[src/rtl/add_pipe_if.sv]
// Operand/result handshake bundle for the pipelined adder.
// The slave side is the adder itself; the master side is whoever feeds and drains it.
interface add_pipe_if #(
  parameter int WIDTH = 16
);
  logic             in_valid;
  logic             in_ready;
  logic [WIDTH-1:0] a;
  logic [WIDTH-1:0] b;
  logic             sub;
  logic             cin;
  logic             out_valid;
  logic             out_ready;
  logic [WIDTH-1:0] sum;
  logic             cout;
  logic             ovf;
  logic             zero;

  modport master (
    output in_valid, a, b, sub, cin, out_ready,
    input  in_ready, out_valid, sum, cout, ovf, zero
  );

  modport slave (
    input  in_valid, a, b, sub, cin, out_ready,
    output in_ready, out_valid, sum, cout, ovf, zero
  );
endinterface

[src/rtl/add_pipe.sv]
// Pipelined two's-complement adder/subtractor: one CW-bit chunk per stage, carry registered
// between stages, flags formed in the last stage. One operation per clock, global stall.
module add_pipe #(
  parameter int WIDTH    = 16,
  parameter int SEGMENTS = 4
) (
  input  logic        clk,
  input  logic        rst,
  add_pipe_if.slave   bus
);
  localparam int CW = WIDTH / SEGMENTS;

  if (WIDTH % SEGMENTS != 0) begin : g_bad_width
    $error("add_pipe: WIDTH must be a multiple of SEGMENTS");
  end

  logic stall;
  logic advance;

  // Inputs seen by each stage: stage 0 from the port, stage k from register k-1.
  logic [WIDTH-1:0] st_a  [SEGMENTS];
  logic [WIDTH-1:0] st_bx [SEGMENTS];
  logic [WIDTH-1:0] st_r  [SEGMENTS];
  logic             st_c  [SEGMENTS];
  logic             st_v  [SEGMENTS];

  logic             out_valid_q, out_valid_d;
  logic [WIDTH-1:0] sum_q, sum_d;
  logic             cout_q, cout_d;
  logic             ovf_q, ovf_d;
  logic             zero_q, zero_d;

  assign stall   = out_valid_q && !bus.out_ready;
  assign advance = !stall;

  assign bus.in_ready  = !stall;
  assign bus.out_valid = out_valid_q;
  assign bus.sum       = sum_q;
  assign bus.cout      = cout_q;
  assign bus.ovf       = ovf_q;
  assign bus.zero      = zero_q;

  // Subtraction is A + ~B + 1, so the carry-in is forced high and cin is ignored.
  assign st_a[0]  = bus.a;
  assign st_bx[0] = bus.sub ? ~bus.b : bus.b;
  assign st_c[0]  = bus.sub | bus.cin;
  assign st_r[0]  = '0;
  assign st_v[0]  = bus.in_valid && !stall;

  for (genvar gi = 0; gi < SEGMENTS; gi++) begin : g_stage
    logic [CW:0]      chunk_sum;
    logic [WIDTH-1:0] r_next;

    always_comb begin
      chunk_sum = {1'b0, st_a[gi][gi*CW +: CW]} + {1'b0, st_bx[gi][gi*CW +: CW]}
                + {{CW{1'b0}}, st_c[gi]};
      r_next = st_r[gi];
      r_next[gi*CW +: CW] = chunk_sum[CW-1:0];
    end

    if (gi < SEGMENTS - 1) begin : g_mid
      logic             v_q, v_d;
      logic             c_q, c_d;
      logic [WIDTH-1:0] a_q, a_d;
      logic [WIDTH-1:0] bx_q, bx_d;
      logic [WIDTH-1:0] r_q, r_d;

      // Bubbles advance exactly like real operations; nothing collapses.
      always_comb begin
        v_d  = v_q;
        c_d  = c_q;
        a_d  = a_q;
        bx_d = bx_q;
        r_d  = r_q;
        if (advance) begin
          v_d  = st_v[gi];
          c_d  = chunk_sum[CW];
          a_d  = st_a[gi];
          bx_d = st_bx[gi];
          r_d  = r_next;
        end
      end

      always_ff @(posedge clk) begin
        if (rst) begin
          v_q  <= 1'b0;
          c_q  <= 1'b0;
          a_q  <= '0;
          bx_q <= '0;
          r_q  <= '0;
        end else begin
          v_q  <= v_d;
          c_q  <= c_d;
          a_q  <= a_d;
          bx_q <= bx_d;
          r_q  <= r_d;
        end
      end

      assign st_v[gi+1]  = v_q;
      assign st_c[gi+1]  = c_q;
      assign st_a[gi+1]  = a_q;
      assign st_bx[gi+1] = bx_q;
      assign st_r[gi+1]  = r_q;
    end else begin : g_last
      // Result/flags only change when a valid operation lands, so they keep the last result.
      always_comb begin
        out_valid_d = out_valid_q;
        sum_d       = sum_q;
        cout_d      = cout_q;
        ovf_d       = ovf_q;
        zero_d      = zero_q;
        if (advance) begin
          out_valid_d = st_v[gi];
          if (st_v[gi]) begin
            sum_d  = r_next;
            cout_d = chunk_sum[CW];
            ovf_d  = (st_a[gi][WIDTH-1] == st_bx[gi][WIDTH-1]) &&
                     (r_next[WIDTH-1] != st_a[gi][WIDTH-1]);
            zero_d = ~|r_next;
          end
        end
      end

      always_ff @(posedge clk) begin
        if (rst) begin
          out_valid_q <= 1'b0;
          sum_q       <= '0;
          cout_q      <= 1'b0;
          ovf_q       <= 1'b0;
          zero_q      <= 1'b0;
        end else begin
          out_valid_q <= out_valid_d;
          sum_q       <= sum_d;
          cout_q      <= cout_d;
          ovf_q       <= ovf_d;
          zero_q      <= zero_d;
        end
      end
    end
  end
endmodule

[src/flat_wrapper.sv]
// flat-port wrapper written by rule: the top's interface ports become plain ports
module add_pipe_flat 
#(
  parameter int WIDTH    = 16,
  parameter int SEGMENTS = 4
)
  (clk, rst, bus_in_valid, bus_a, bus_b, bus_sub, bus_cin, bus_out_ready, bus_in_ready, bus_out_valid, bus_sum, bus_cout, bus_ovf, bus_zero);
  add_pipe_if #(.WIDTH(WIDTH)) bus_i ();
  input  logic clk;
  input  logic rst;
  input wire logic [$bits(bus_i.in_valid)-1:0] bus_in_valid;
  input wire logic [$bits(bus_i.a)-1:0] bus_a;
  input wire logic [$bits(bus_i.b)-1:0] bus_b;
  input wire logic [$bits(bus_i.sub)-1:0] bus_sub;
  input wire logic [$bits(bus_i.cin)-1:0] bus_cin;
  input wire logic [$bits(bus_i.out_ready)-1:0] bus_out_ready;
  output wire logic [$bits(bus_i.in_ready)-1:0] bus_in_ready;
  output wire logic [$bits(bus_i.out_valid)-1:0] bus_out_valid;
  output wire logic [$bits(bus_i.sum)-1:0] bus_sum;
  output wire logic [$bits(bus_i.cout)-1:0] bus_cout;
  output wire logic [$bits(bus_i.ovf)-1:0] bus_ovf;
  output wire logic [$bits(bus_i.zero)-1:0] bus_zero;
  assign bus_i.in_valid = bus_in_valid;
  assign bus_i.a = bus_a;
  assign bus_i.b = bus_b;
  assign bus_i.sub = bus_sub;
  assign bus_i.cin = bus_cin;
  assign bus_i.out_ready = bus_out_ready;
  assign bus_in_ready = bus_i.in_ready;
  assign bus_out_valid = bus_i.out_valid;
  assign bus_sum = bus_i.sum;
  assign bus_cout = bus_i.cout;
  assign bus_ovf = bus_i.ovf;
  assign bus_zero = bus_i.zero;
  add_pipe #(.WIDTH(WIDTH), .SEGMENTS(SEGMENTS)) u_core (.clk(clk), .rst(rst), .bus(bus_i));
endmodule
[config.mk]
export PLATFORM = sky130hd
export DESIGN_NAME = add_pipe_flat
export DESIGN_NICKNAME = d
export VERILOG_FILES = /design/src/rtl/add_pipe_if.sv /design/src/rtl/add_pipe.sv /design/src/flat_wrapper.sv
export SDC_FILE = /design/constraint.sdc
export NUM_CORES = 1
export LEC_CHECK = 0
export ABC_AREA = 1
export CORE_MARGIN = 4
export CORE_UTILIZATION = 51
export CTS_BUF_LIST = sky130_fd_sc_hd__clkbuf_4 sky130_fd_sc_hd__clkbuf_8
export CTS_CLUSTER_DIAMETER = 120
export CTS_CLUSTER_SIZE = 24
export DETAILED_ROUTE_END_ITERATION = 7
export MAX_ROUTING_LAYER = met4
export PLACE_DENSITY_LB_ADDON = 0.15
export SYNTH_ARGS = -nofsm -noshare
export SYNTH_HDL_FRONTEND = slang
export SYNTH_SLANG_ARGS = --single-unit
export TNS_END_PERCENT = 5
[constraint.sdc]
create_clock -name clk -period 2.1 [get_ports clk]
set_clock_uncertainty 0.1 [all_clocks]
set_input_delay 0.315 -clock clk [delete_from_list [all_inputs] [get_ports clk]]
set_output_delay 0.315 -clock clk [all_outputs]
set_load 0.1 [all_outputs]
# ---- After elaboration in Yosys (flattened, before gate mapping)
# Index checks and enable logic that the tools add are counted.
dict set report word_totals {
  regBits 146
  in_bits 38
  out_inout_bits 21
  wordCells 42
}
dict set report op_classes {
  add_sub_neg 8
  eq_ne 2
  mux 1
  bitwise 3
  reduce_logical 8
}
# operator count
set ops {}
lappend ops {{$add 4x4->5} 4}
lappend ops {{$add 5x1->5} 4}
lappend ops {{$mux 16} 1}
lappend ops {{$not 16->16} 1}
lappend ops {{$reduce_or 16->1} 1}
lappend ops {{$logic_and 1x1->1} 3}
lappend ops {{$logic_not 1->1} 3}
lappend ops {{$reduce_and 2->1} 1}
lappend ops {{$eq 1x1->1} 1}
lappend ops {{$ne 1x1->1} 1}
lappend ops {{$not 1->1} 1}
lappend ops {{$or 1x1->1} 1}

# ---- Depth between registers and ports, before layout
dict set report logic_depth {
  depth_word 4
  ltp_mapped 11
  depth_no_buf 10
}

# ---- Least setup slack after synthesis
# OpenSTA, ideal clock, no wires.
dict set report synth_path {
  path_type {flip-flop to output port}
  startpoint {register u_core.out_valid_q (netlist: u_core.bus.out_valid)}
  endpoint {output port bus_in_ready}
  arrival_time_ns 1.699
  t_required_ns 1.685
  setup_slack_ns -0.014
  path_stages_with_launch 5
  path_buffers 3
  cell_sequence {dfxtp_1 -> nand2_2 -> buf_6 -> buf_2 -> buf_2}
}
dict set report synth_between {
  elab_chain_len 2
}
# element line
set synth_rtl {}
lappend synth_rtl {{start, declared} add_pipe.sv:27} ;# logic out_valid_q, out_valid_d;
lappend synth_rtl {{start signal, assigned} add_pipe.sv:133} ;# out_valid_q <= out_valid_d;
lappend synth_rtl {{$logic_and 1x1->1} add_pipe.sv:33} ;# assign stall = out_valid_q && !bus.out_ready;
lappend synth_rtl {{$logic_not 1->1} -}
lappend synth_rtl {{end, declared} flat_wrapper.sv:17} ;# output wire logic [$bits(bus_i.in_ready)-1:0] bus_in_ready;
# Every way passes these cells.

# ---- Worst setup path in the final report
dict set report layout_path {
  startpoint {register u_core.g_stage[2].g_mid.bx_q[12]}
  endpoint {register u_core.zero_q (netlist: u_core.bus.zero)}
}
dict set report layout_between {
  elab_chain_len 4
}
# element line
set layout_rtl {}
lappend layout_rtl {{start, declared} add_pipe.sv:65} ;# logic [WIDTH-1:0] bx_q, bx_d;
lappend layout_rtl {{start signal, assigned} add_pipe.sv:89} ;# bx_q <= '0;
lappend layout_rtl {{start signal, assigned} add_pipe.sv:95} ;# bx_q <= bx_d;
lappend layout_rtl {{$add 4x4->5} add_pipe.sv:55} ;# chunk_sum = {1'b0, st_a[gi][gi*CW +: CW]} + {1'b0, st_bx[gi][gi*CW +: CW]}
lappend layout_rtl {{$add 5x1->5} add_pipe.sv:56} ;# + {{CW{1'b0}}, st_c[gi]};
lappend layout_rtl {{net u_core.g_stage[3].chunk_sum[1]} add_pipe.sv:51} ;# logic [CW:0] chunk_sum;
lappend layout_rtl {{$reduce_or 16->1} add_pipe.sv:120} ;# zero_d = ~|r_next;
lappend layout_rtl {{$logic_not 1->1} add_pipe.sv:120}
lappend layout_rtl {{end signal, assigned} add_pipe.sv:137} ;# zero_q <= zero_d;
lappend layout_rtl {{end, declared} add_pipe.sv:31} ;# logic zero_q, zero_d;
# The timed path passes the listed nets, and every way through them passes these cells.
# A chain may end at the register's enable or synchronous reset.

==> metrics <==
fin cells=663; Initial DRT Pass Iterations=4; CP Data Arrival Time=2.16 ns; most frequent cells in the layout=111 x nor2_1, 97 x dfxtp_1, 94 x o21ai_0; Final Cycle Share=93.76%; met3 wire len=approximately 360 µm; Startpoint Class=register; dpl cell area=4786 µm²; GRT overflow=0; design area=about 5000 µm²; Total GRT Usage=18.32%; die area=9621 µm²; Die Ht=roughly 98 µm; syn nets=565; Initial Util=53.01%; pin count of the biggest net entering global routing=46; Distinct cells, synth=26; Worst Path Required=2.29 ns; Layout area overhead=20.68%; WL met2=3876 µm; Worst Path Buf+Inv=2; HP Class=reg2reg; I/O Buffers=58; worst-margin pin slew=0.3699 ns; post-DP HPWL=5849 µm; CTS Sinks=98; commonest non-fill, non-tap cell in the layout=nor2_1; register area=around 2000 µm²; P_int=between 2 and 3 mW; pins over their slew limit=0; Die W=98.09 µm; Crit-path slowest cell=fa_1; vias per inst=a little over 5; Slew HR=between 70% and 80%; Synth warnings=0; Max Fanout on Critical Path=3; Comb power frac=17.0%; top cells by area, synth=dfxtp_1 47%, o21ai_0 11%, nor2_1 10%; post-synth top area share=47.40%; initial drt markers=149; maxcap violations=0; initial antenna violation count=0; final setup fails=0; Num CTS Buffers=9; Worst path most repeated cell=fa_1; WS Path Type=reg2reg; # DRC=0; Max Clk Rate=0.5079 GHz; synthesized area=between 4000 and 5000 µm²; first-pass GRT wire length=14150 µm; pwr/cell area=789.6 nW/µm²; RSZ-0062 raised after global routing=no; drt wl/cell=between 10 and 15 µm; register area share after synthesis=47.40%; I/O pin count=59; #FFs+latches synth=98; vias in the first global route=3128; Fin. Hold Viols=0; CTS tree=done; synthesized area per cell=8.164 µm²; Clk pwr share=30.9%; Worst-path clk slew=0.09 ns; Peak VDD IR=approximately 0.38 mV; # rows=32; element type at the critical path end=register; area of the multi-input gates=1869 µm²; share of cells above drive strength 1=~11%; Cells after Synth=507; Clock Latency Late Sink=0.36 ns; drt total wl=8297 µm; clock tree buffer depth=2; Util after Layout=63.97%; largest area contributor in the netlist=dfxtp_1; crit-path leading delay family=adder cells; Min Hold Slack=0.3395 ns; layout net count=around 610; Period minus WS final=roughly 2.0 ns; Routability Congestion=0.8337; Clock Root Buffer=clkbuf_8; status=completed; slowest stage delay, CP=0.43 ns; Leak Pwr=2.093 nW; sequential power share=52.2%; Placed Cells=647; CTS H-tree lvls=3; Antenna Nets Post-Route=0; top routing layer used=met4; ant diodes=0; met1 wire length=~4000 µm; Filler cells=about 680; total number of vias=approximately 3400; P_sw=1.076 mW; core area=approximately 8000 µm²; Cell Chain, Critical Path=inv_1 -> fa_1 -> inv_2 -> fa_1 -> nor2_1 -> nand3_1 -> nor2_2 -> nand3_2 -> a21oi_2; sw frac=27.28%
-- cell type report --
| cell class | instances | share of cell area [%] |
|---|---|---|
| Multi-Input combinational cell | 341 | 37.42 |
| Clock buffer | 11 | 3.031 |
| Timing Repair Buffer | 70 | 13.93 |
| Sequential cell | 98 | 39.30 |
| Tap cell | 102 | 2.555 |
| Inverter | 36 | 2.705 |
| Clock inverter | 5 | 1.052 |
-- worst reg2reg max path: cells and delay by family, from the launching register on --
family | cells | cell delay [ns]
flops | 1 | 0.31
simple gates | 4 | 0.38
buf+inv | 2 | 0.15
compound gates | 1 | 0.11
fa+ha+maj | 2 | 0.86
-- what timing repair did --
action,CTS,global route
setup buffers,0,0
resized for setup,0,3
setup endpoints to repair,0,2
hold buffers,0,0
-- registers in the layout, indices dropped and copies added, names as in the netlist --
register	cells
u_core.bus.ovf	1
u_core.bus.sum	16
u_core.g_stage.g_mid.v_q	3
u_core.bus.cout	1
u_core.g_stage.g_mid.bx_q	24
u_core.g_stage.g_mid.a_q	24
u_core.bus.zero	1
u_core.g_stage.g_mid.r_q	24
u_core.g_stage.g_mid.c_q	3
u_core.bus.out_valid	1
-- layer usage --
metal / up-vias / GRT usage, %
li1: 1752 / -
met1: 1558 / 23.75
met2: 56 / 28.69
met3: 9 / 3.286
met4: 0 / 6.816
met5: - / -
-- kinds of logic after synthesis --
kind of cell             Yosys count  share of synthesized area [%]
AND/OR/NAND/NOR                  150                          14.78
adder cells (fa/ha/maj)           20                          7.497
AO/OA/AOI/OAI                    152                          18.80
XOR/XNOR                          19                          4.021
buffers and inverters             68                          7.497
flip-flops                        98                          47.40
-- worst paths after layout --
path | start | end | slack [ns] | depth (start not counted)
min reg2reg | u_core.g_stage[0].g_mid.bx_q[9] | u_core.g_stage[1].g_mid.bx_q[9] | 0.34 | 2
max reg2reg | u_core.g_stage[2].g_mid.bx_q[12] | u_core.bus.zero | 0.13 | 9
max | u_core.g_stage[2].g_mid.bx_q[12] | u_core.bus.zero | 0.13 | 9
min | u_core.g_stage[0].g_mid.bx_q[9] | u_core.g_stage[1].g_mid.bx_q[9] | 0.34 | 2
-- cells in the mapped netlist, drive strengths merged --
library cell and instances:
clkbuf 18, nand2 19, ha 12, buf 14, or2 2, o211ai 1, fa 8, inv 36
o21ai 95, dfxtp 98, xor2 4, a21oi 56, nand3b 3, nor3 1, xnor2 15, nor2 112
nand3 13
-- metrics by stage --
stage | setup slack (ns) | setup TNS (ns) | total power, mW
finish | 0.1311 | 0 | 3.944
global route | 0.007972 | 0 | 4.144
CTS | 0.06458 | 0 | 3.985
detailed placement | -0.3043 | -0.9321 | 2.767
global placement | -0.2223 | -0.6763 | 2.750
floorplan | 0.05436 | 0 | 2.561
-- power groups by stage --
| stage | clock network [mW] | registers (mW) | logic, mW |
|---|---|---|---|
| 2_1_floorplan | 0 | 2.21 | 0.350 |
| 3_3_place_gp | 0 | 2.10 | 0.653 |
| 3_5_place_dp | 0 | 2.10 | 0.667 |
| 4_1_cts | 1.26 | 2.06 | 0.671 |
| 5_1_grt | 1.33 | 2.08 | 0.742 |
| 6_report | 1.22 | 2.06 | 0.669 |
No activity file was read; power rests on OpenSTA's default activity.
